===== config.mk =====
export PLATFORM = sky130hd
export DESIGN_NAME = spi_cs_router
export DESIGN_NICKNAME = d
export VERILOG_FILES = /design/src/rtl/spi_cs_router.sv
export SDC_FILE = /design/constraint.sdc
export NUM_CORES = 1
export LEC_CHECK = 0
export ABC_AREA = 1
export BUFFER_PORTS_ARGS = -buffer_cell sky130_fd_sc_hd__buf_4
export CAP_MARGIN = 25
export CORE_ASPECT_RATIO = 0.9
export CORE_MARGIN = 2
export CORE_UTILIZATION = 58
export CTS_BUF_LIST = sky130_fd_sc_hd__clkbuf_16
export CTS_CLUSTER_SIZE = 20
export DETAILED_ROUTE_END_ITERATION = 8
export GPL_TIMING_DRIVEN = 0
export PLACE_DENSITY_LB_ADDON = 0.3
export SLEW_MARGIN = 25
export SYNTH_ARGS = -nofsm -noshare
export SYNTH_HDL_FRONTEND = slang
export SYNTH_SLANG_ARGS = --single-unit

===== constraint.sdc =====
create_clock -name clk_ref -period 1.9 [get_ports clk_ref]
set_clock_uncertainty 0.1 [all_clocks]
set_input_delay 0.095 -clock clk_ref [delete_from_list [all_inputs] [get_ports clk_ref]]
set_output_delay 0.095 -clock clk_ref [all_outputs]
set_load 0.05 [all_outputs]

===== src/rtl/spi_cs_router.sv =====
// Command-addressed SPI chip-select router: one select byte picks a device,
// the frame closes after that device's bit count or on host CS# release.
module spi_cs_router #(
    parameter int                         NUM_DEV     = 4,
    parameter int                         SEL_BITS    = 8,
    parameter int                         CNT_W       = 6,
    parameter logic [NUM_DEV*CNT_W-1:0]   DEV_BITS    = {6'd24, 6'd24, 6'd32, 6'd32},
    parameter logic [NUM_DEV-1:0]         LDAC_MASK   = 4'b1100,
    parameter int                         LDAC_CYCLES = 4,
    parameter int                         SYNC_STAGES = 2
) (
    input  logic               clk_ref,
    input  logic               sys_rst,
    input  logic               host_csn,
    input  logic               host_sck,
    input  logic               host_sdi,
    output logic               host_sdo,
    output logic [NUM_DEV-1:0] dev_csn,
    output logic               dev_sck,
    output logic               dev_sdi,
    input  logic [NUM_DEV-1:0] dev_sdo,
    output logic [NUM_DEV-1:0] dev_ldacn,
    output logic               busy,
    output logic               sel_err,
    output logic               xfer_done,
    output logic [3:0]         cur_sel
);

    localparam int BW = $clog2(SEL_BITS + 1);
    localparam int LW = (LDAC_CYCLES > 1) ? $clog2(LDAC_CYCLES + 1) : 1;

    typedef enum logic [2:0] {
        IDLE, CMD, DECODE, ACTIVE, LDAC, WAIT_CS, GAP
    } state_t;

    state_t state, state_d;

    logic [SYNC_STAGES-1:0] csn_s, sck_s, sdi_s;
    logic                   csn_hi, csn_fall, sck_rise, sdi_bit;

    logic [SEL_BITS-1:0] sel_sr, sel_sr_d;
    logic [BW-1:0]       bit_cnt, bit_cnt_d;
    logic [CNT_W-1:0]    pay_cnt, pay_cnt_d;
    logic [LW-1:0]       ldac_cnt, ldac_cnt_d;
    logic [3:0]          cur_sel_d;
    logic [NUM_DEV-1:0]  dev_csn_d, dev_ldacn_d;
    logic                sel_err_d, xfer_done_d;

    logic [NUM_DEV-1:0]  sel_oh, dec_oh;
    logic [CNT_W-1:0]    lim;
    logic [3:0]          dec_idx;

    // Sync flops clear to 0 so a CS# already low at release never looks like a fall
    always_ff @(posedge clk_ref or posedge sys_rst) begin
        if (sys_rst) begin
            csn_s <= '0;
            sck_s <= '0;
            sdi_s <= '0;
        end else begin
            csn_s <= {csn_s[SYNC_STAGES-2:0], host_csn};
            sck_s <= {sck_s[SYNC_STAGES-2:0], host_sck};
            sdi_s <= {sdi_s[SYNC_STAGES-2:0], host_sdi};
        end
    end

    assign csn_hi   = csn_s[SYNC_STAGES-2];
    assign csn_fall = ~csn_s[SYNC_STAGES-2] & csn_s[SYNC_STAGES-1];
    assign sck_rise = sck_s[SYNC_STAGES-2] & ~sck_s[SYNC_STAGES-1];
    assign sdi_bit  = sdi_s[SYNC_STAGES-2];

    always_comb begin
        sel_oh  = '0;
        dec_oh  = '0;
        lim     = '0;
        dec_idx = '0;
        for (int i = 0; i < NUM_DEV; i++) begin
            sel_oh[i] = (cur_sel == 4'(i));
            dec_oh[i] = (sel_sr == SEL_BITS'(i + 1));
            if (sel_oh[i]) lim = DEV_BITS[i*CNT_W +: CNT_W];
            if (dec_oh[i]) dec_idx = 4'(i);
        end
    end

    always_comb begin
        state_d     = state;
        sel_sr_d    = sel_sr;
        bit_cnt_d   = bit_cnt;
        pay_cnt_d   = pay_cnt;
        ldac_cnt_d  = ldac_cnt;
        cur_sel_d   = cur_sel;
        dev_csn_d   = dev_csn;
        dev_ldacn_d = dev_ldacn;
        sel_err_d   = 1'b0;
        xfer_done_d = 1'b0;
        unique case (state)
            IDLE: begin
                if (csn_fall) begin
                    sel_sr_d  = '0;
                    bit_cnt_d = '0;
                    state_d   = CMD;
                end
            end
            CMD: begin
                if (bit_cnt == BW'(SEL_BITS)) begin
                    state_d = DECODE;
                end else if (csn_hi) begin
                    state_d = IDLE;
                end else if (sck_rise) begin
                    sel_sr_d  = {sel_sr[SEL_BITS-2:0], sdi_bit};
                    bit_cnt_d = bit_cnt + 1'b1;
                end
            end
            DECODE: begin
                if (|dec_oh) begin
                    cur_sel_d = dec_idx;
                    dev_csn_d = ~dec_oh;
                    pay_cnt_d = '0;
                    state_d   = ACTIVE;
                end else begin
                    sel_err_d = 1'b1;
                    state_d   = WAIT_CS;
                end
            end
            ACTIVE: begin
                // Host release wins over a count match landing in the same cycle
                if (csn_hi || (lim != '0 && pay_cnt == lim)) begin
                    dev_csn_d   = '1;
                    xfer_done_d = 1'b1;
                    if (|(sel_oh & LDAC_MASK)) begin
                        dev_ldacn_d = ~sel_oh;
                        ldac_cnt_d  = '0;
                        state_d     = LDAC;
                    end else begin
                        state_d = csn_hi ? GAP : WAIT_CS;
                    end
                end else if (sck_rise && pay_cnt != '1) begin
                    pay_cnt_d = pay_cnt + 1'b1;
                end
            end
            LDAC: begin
                if (ldac_cnt == LW'(LDAC_CYCLES - 1)) begin
                    dev_ldacn_d = '1;
                    state_d     = csn_hi ? GAP : WAIT_CS;
                end else begin
                    ldac_cnt_d = ldac_cnt + 1'b1;
                end
            end
            WAIT_CS: begin
                if (csn_hi) state_d = GAP;
            end
            GAP: begin
                state_d = IDLE;
            end
            default: begin
                state_d = IDLE;
            end
        endcase
    end

    always_ff @(posedge clk_ref or posedge sys_rst) begin
        if (sys_rst) begin
            state     <= IDLE;
            sel_sr    <= '0;
            bit_cnt   <= '0;
            pay_cnt   <= '0;
            ldac_cnt  <= '0;
            cur_sel   <= '0;
            dev_csn   <= '1;
            dev_ldacn <= '1;
            sel_err   <= 1'b0;
            xfer_done <= 1'b0;
        end else begin
            state     <= state_d;
            sel_sr    <= sel_sr_d;
            bit_cnt   <= bit_cnt_d;
            pay_cnt   <= pay_cnt_d;
            ldac_cnt  <= ldac_cnt_d;
            cur_sel   <= cur_sel_d;
            dev_csn   <= dev_csn_d;
            dev_ldacn <= dev_ldacn_d;
            sel_err   <= sel_err_d;
            xfer_done <= xfer_done_d;
        end
    end

    assign dev_sck  = host_sck;
    assign dev_sdi  = host_sdi;
    assign busy     = (state != IDLE);
    assign host_sdo = (state == ACTIVE) && |(sel_oh & ~dev_csn) && |(sel_oh & dev_sdo);

endmodule


* Yosys cells after proc, flatten, opt, wreduce, memory -nomap -nowiden
Index checks and enable logic that the tools add are counted.
** Word-level totals
- Input bits :: 9
- Flip-flop bits (word level) :: 43
** Cells by class
- Multiplexer cells :: 46
- Bitwise logic cells :: 9
- Equality and inequality tests :: 29
- Reductions and logical operators :: 23
- Add/subtract/negate cells :: 3
** Operator list (count)
- 4-bit 2-to-1 mux :: 11
- 6-bit 2-to-1 mux :: 7
- 8-bit 2-to-1 mux :: 4
- 3-bit 2-to-1 mux :: 10
- 2-bit != test (second input constant) :: 12
- 4-bit case mux with 2 select lines :: 3
- 3-bit case mux with 6 select lines :: 1
- 8-bit by 2-bit == test with 1-bit output (second input constant) :: 2
- 8-bit case mux with 2 select lines :: 1
- 4-bit NOT :: 3
- 6-bit case mux with 2 select lines :: 1
- 4-bit AND reduction :: 3
- 4-bit OR reduction :: 3
- 5-bit AND reduction :: 2
- 3-bit by 2-bit == test with 1-bit output (second input constant) :: 3
- 4-bit AND :: 2
- 4-bit by 2-bit == test with 1-bit output (second input constant) :: 2
- 8-bit by 1-bit == test with 1-bit output (second input constant) :: 1
- 8-bit by 3-bit == test with 1-bit output (second input constant) :: 1
- 6-bit by 1-bit adder with 6-bit output (second input constant) :: 1
- 3-bit == test (second input constant) :: 2
- 6-bit == test :: 1
- 6-bit != test (second input constant) :: 1
- 3-bit case mux with 2 select lines :: 1
- other kinds (20) :: 32

* Logic depth before layout (Yosys ltp)
- Depth in word-level cells :: 10
- Depth in mapped cells :: 10
- Depth with buffers taken out :: 10

* Least setup slack after synthesis
No wires, ideal clock.
- Path type :: register to output
- From :: register cur_sel[1]
- To :: output host_sdo
- Arrival :: 1.773 ns
- Stages on the path, launching flop included :: 6
- Buffers on the path :: 1
- Setup slack :: -0.068 ns
- Path through :: dfrtp_1 > buf_4 > nand2_1 > o22ai_1 > nor3_1 > nor2_1
** On the way
- Word-level cells in the longest chain between the ends :: 5
- Elaborated cells on any way between the ends :: 10
** Ends and longest elaborated chain
- start: declaration :: line 26 : output logic [3:0] cur_sel
- start signal: assignment :: line 178 : cur_sel <= cur_sel_d;
- 4-bit by 1-bit == test with 1-bit output, or another cell as far along :: line 77 : sel_oh[i] = (cur_sel == 4'(i));
- 4-bit AND :: line 189 : assign host_sdo = (state == ACTIVE) && |(sel_oh & ~dev_csn) && |(sel_oh & dev_sdo);
- 4-bit OR reduction :: line 189
- 1-bit logical AND :: line 189
- 1-bit logical AND (*) :: line 189
- end: declaration :: line 17 : output logic host_sdo,
Every way passes the cells marked *; elsewhere a longest branch is shown, timed or not.

* Worst setup path after layout
- From :: register bit_cnt[0]
- To :: register sel_sr[5]
** On the way
- Word-level cells in the longest chain between the ends :: 3
** Ends and longest elaborated chain
- start: declaration :: line 42 : logic [BW-1:0] bit_cnt, bit_cnt_d;
- start signal: assignment :: line 175 : bit_cnt <= bit_cnt_d;
- 4-bit == test :: line 104 : if (bit_cnt == BW'(SEL_BITS)) begin
- 2-bit != test (no line)
- 5-bit AND reduction (no line)
- end signal: assignment :: line 174 : sel_sr <= sel_sr_d;
- end: declaration :: line 41 : logic [SEL_BITS-1:0] sel_sr, sel_sr_d;
No other way between the ends.
A chain may end at the register's enable or synchronous reset.

==> impl_metrics.py <==
metrics = {
    "outcome": {
        "status": "finished, final reports clean",
    },
    "routing": {
        "post_drt_via_cell_ratio": 5.13,
        "routed-wl-met3_um": 279,
        "met1_length_um": 2200,
        "vias": 1958,
        "drt-pass1-iter-count": 4,
        "drc": 0,
        "drt_wl_total_um": 4780,
        "ant_nets": 0,
        "top_layer_used": "met4",
        "routedWlPerCell_um": 12.5,
        "wl_met2_um": 2240,
        "dr.first_iter.drc_count": 142,
    },
    "grt": {
        "grt_pass1_wl_um": 8270,
        "grt_pass1_vias": 1885,
        "grt_max_degree": 24,
        "track_usage": 0.237,
        "gr-total-overflow": 0,
        "antenna_found_initial": 0,
    },
    "final_layout": {
        "finalNetCount": 350,
        "fin_util": 0.745,
        "drive_gt1_frac": 0.232,
        "final_area_um2": 2800,
        "antenna_cells": 0,
        "area_delta_synth_final_pct": 22.2,
        "final_common_cell": "nand2_1",
        "layout_common_cells": "nand2_1 (100), dfrtp_1 (33), buf_4 (30)",
        "fillers": 268,
    },
    "floorplanning": {
        "fp.dieW_um": 70.2,
        "floorplan.die.height_um": 63.6,
        "core_area_um2": 3760,
        "start_util": 0.609,
        "io-pin-count": 27,
        "die_area_um2": 4470,
        "rows": 21,
    },
    "synthesis": {
        "syn_area_per_cell_um2": 7.68,
        "ys_types": 34,
        "syn_inst": 298,
        "synth_warnings": 0,
        "seq_area_frac_synth": 0.452,
        "netlist_area_um2": 2290,
        "synth-seq-cells": 41,
    },
    "critical_path": {
        "endpoint_kind": "flop",
        "crit_required_ps": 2000,
        "path_max_fanout": 10,
        "crit_type": "flop to flop",
        "cp_data_arrival_time_ps": 1850,
        "cp_num_buf_inv": 2,
        "worst_path_max_delay_cell": "dfrtp_1",
        "cp_top_family": "simple AND/OR/NAND/NOR gates",
        "worstPathCellList": "inv_1, ha_1, nand2_1, nor2_1, a21oi_2, nand3_2, buf_4, nand2_1, o21ai_0",
        "startpoint_type": "flop",
        "cpMostUsedCell": "nand2_1",
        "max_stage_delay_ps": 400,
    },
    "placed_design": {
        "port_buffers": 24,
        "dp_hpwl_um": 3400,
        "place_congestion": 0.833,
        "placed_cell_area_um2": 2560,
        "dp_slack_ps": 169,
    },
    "clock_tree": {
        "h-tree-depth": 2,
        "cts.path.max_buffers": 2,
        "post-cts-setup-buffer-count": 0,
        "cts_made_buffers": 5,
        "cts_root_buf": "clkbuf_16",
        "insertion_delay_ps": 290,
        "path_clk_slew_ps": 60,
        "cts_tree": "built",
        "cts.sinks": 41,
    },
    "timing": {
        "setup_violations": 0,
        "slew_violations": 0,
        "worst_slack_ps": 151,
        "whs_ps": 271,
        "rsz0062_at_grt": "no",
        "hold_violations": 0,
        "fmax_mhz": 572,
        "fin_setup_tns_ps": 0,
        "fin_crit_ps": 1750,
        "min_period_over_period": 0.921,
    },
    "pwr": {
        "power_density_nw_per_um2": 1090,
        "p_leak_uw": 0.00141,
        "max-vdd-ir-drop_v": 0.000797,
    },
    "flow_run": {
        "drv_cap": 0,
    },
    "hold_path": {
        "hp-class": "primary input to asynchronous set/reset pin",
    },
}
## synth_stat cells (all sizes together)
| master | number | share of area |
|---|---|---|
| a21oi | 8 | 0.019 |
| or2 | 4 | 0.011 |
| dfstp | 8 | 0.092 |
| ha | 6 | 0.033 |
| nor3 | 5 | 0.011 |
| inv | 36 | 0.060 |
| dfrtp | 33 | 0.36 |
| nand3 | 27 | 0.080 |
| nand4 | 2 | 0.0055 |
| o22ai | 1 | 0.0027 |
| xnor2 | 1 | 0.0038 |
| buf | 8 | 0.027 |
| a31oi | 1 | 0.0027 |
| nand2 | 102 | 0.17 |
| xor2 | 2 | 0.0077 |
| nand3b | 1 | 0.0033 |
| conb | 1 | 0.0016 |
| nor2 | 32 | 0.064 |
| o211ai | 1 | 0.0033 |
| o21ai | 19 | 0.043 |
## cell families after synthesis
logic type | Yosys count | synth area share
AND/OR/NAND/NOR | 173 | 0.344
buffers and inverters | 44 | 0.0869
flip-flops | 41 | 0.452
AO/OA/AOI/OAI | 30 | 0.0710
adder cells (fa/ha/maj) | 6 | 0.0328
XOR/XNOR | 3 | 0.0115
other | 1 | 0.00164
## sequential cells by signal, indices dropped and copies added, names as in the netlist
| signal | cells |
|---|---|
| sel_sr | 8 |
| pay_cnt | 6 |
| bit_cnt | 4 |
| dev_csn | 4 |
| dev_ldacn | 4 |
| ldac_cnt | 3 |
| state | 3 |
| csn_s | 2 |
| cur_sel | 2 |
| sck_s | 2 |
| sdi_s | 1 |
| sel_err | 1 |
| xfer_done | 1 |
## tightest hold or removal path, stage by stage
cell and delay, ps:
dlygate4sd3_1 530, buf_4 130, inv_2 330
## final cells by class
class | instances | area, um^2 | share of cell area
inverters | 36 | 138 | 0.0492
multi-input cells | 214 | 1070 | 0.382
clock buffers | 5 | 125 | 0.0447
clock inverters | 3 | 65.1 | 0.0232
plain buffers | 8 | 61.3 | 0.0219
well taps | 46 | 57.6 | 0.0206
flip-flops and latches | 41 | 1040 | 0.370
repair buffers | 29 | 248 | 0.0885
## final timing paths
kind,start,to,slack (ps),cells after the start
worst max register to register,bit_cnt[0]$_DFFE_PP0P_,sel_sr[5]$_DFFE_PP0P_,150,9
max in group asynchronous,sys_rst,dev_csn[1]$_DFFE_PP1P_,890,4
worst max-delay path,bit_cnt[0]$_DFFE_PP0P_,sel_sr[5]$_DFFE_PP0P_,150,9
worst min register to register,sck_s[0]$_DFF_PP0_,sck_s[1]$_DFF_PP0_,290,0
worst min-delay path,sys_rst,sck_s[1]$_DFF_PP0_,270,3
min in group clk_ref,sck_s[0]$_DFF_PP0_,sck_s[1]$_DFF_PP0_,290,0
## through the flow
| stage | total power (uW) | std cells |
|---|---|---|
| 6_report | 3040 | 382 |
| 5_1_grt | 3200 | 382 |
| 4_1_cts | 3040 | 382 |
| 3_5_place_dp | 1950 | 370 |
| 3_3_place_gp | 1910 | 369 |
| 2_1_floorplan | 1730 | 299 |
## where the power goes
part | total, uW | internal [uW] | switching (uW)
sequential | 1070 | 982 | 90.2
clock | 1090 | 750 | 341
combinational | 875 | 280 | 596
## routing by layer
metal	global-route usage	vias up
met5	0	-
met4	0.0865	0
met3	0.0608	6
met2	0.390	60
met1	0.302	884
li1	-	1008
## repair_timing
item / 4_1_cts / 5_1_grt
endpoints found under the setup margin: 0 / 6
hold endpoints to repair: 17 / 0
hold buffers: 4 / 0
resized for setup: 0 / 1
Note: power is estimated with default switching activity, not from simulation.
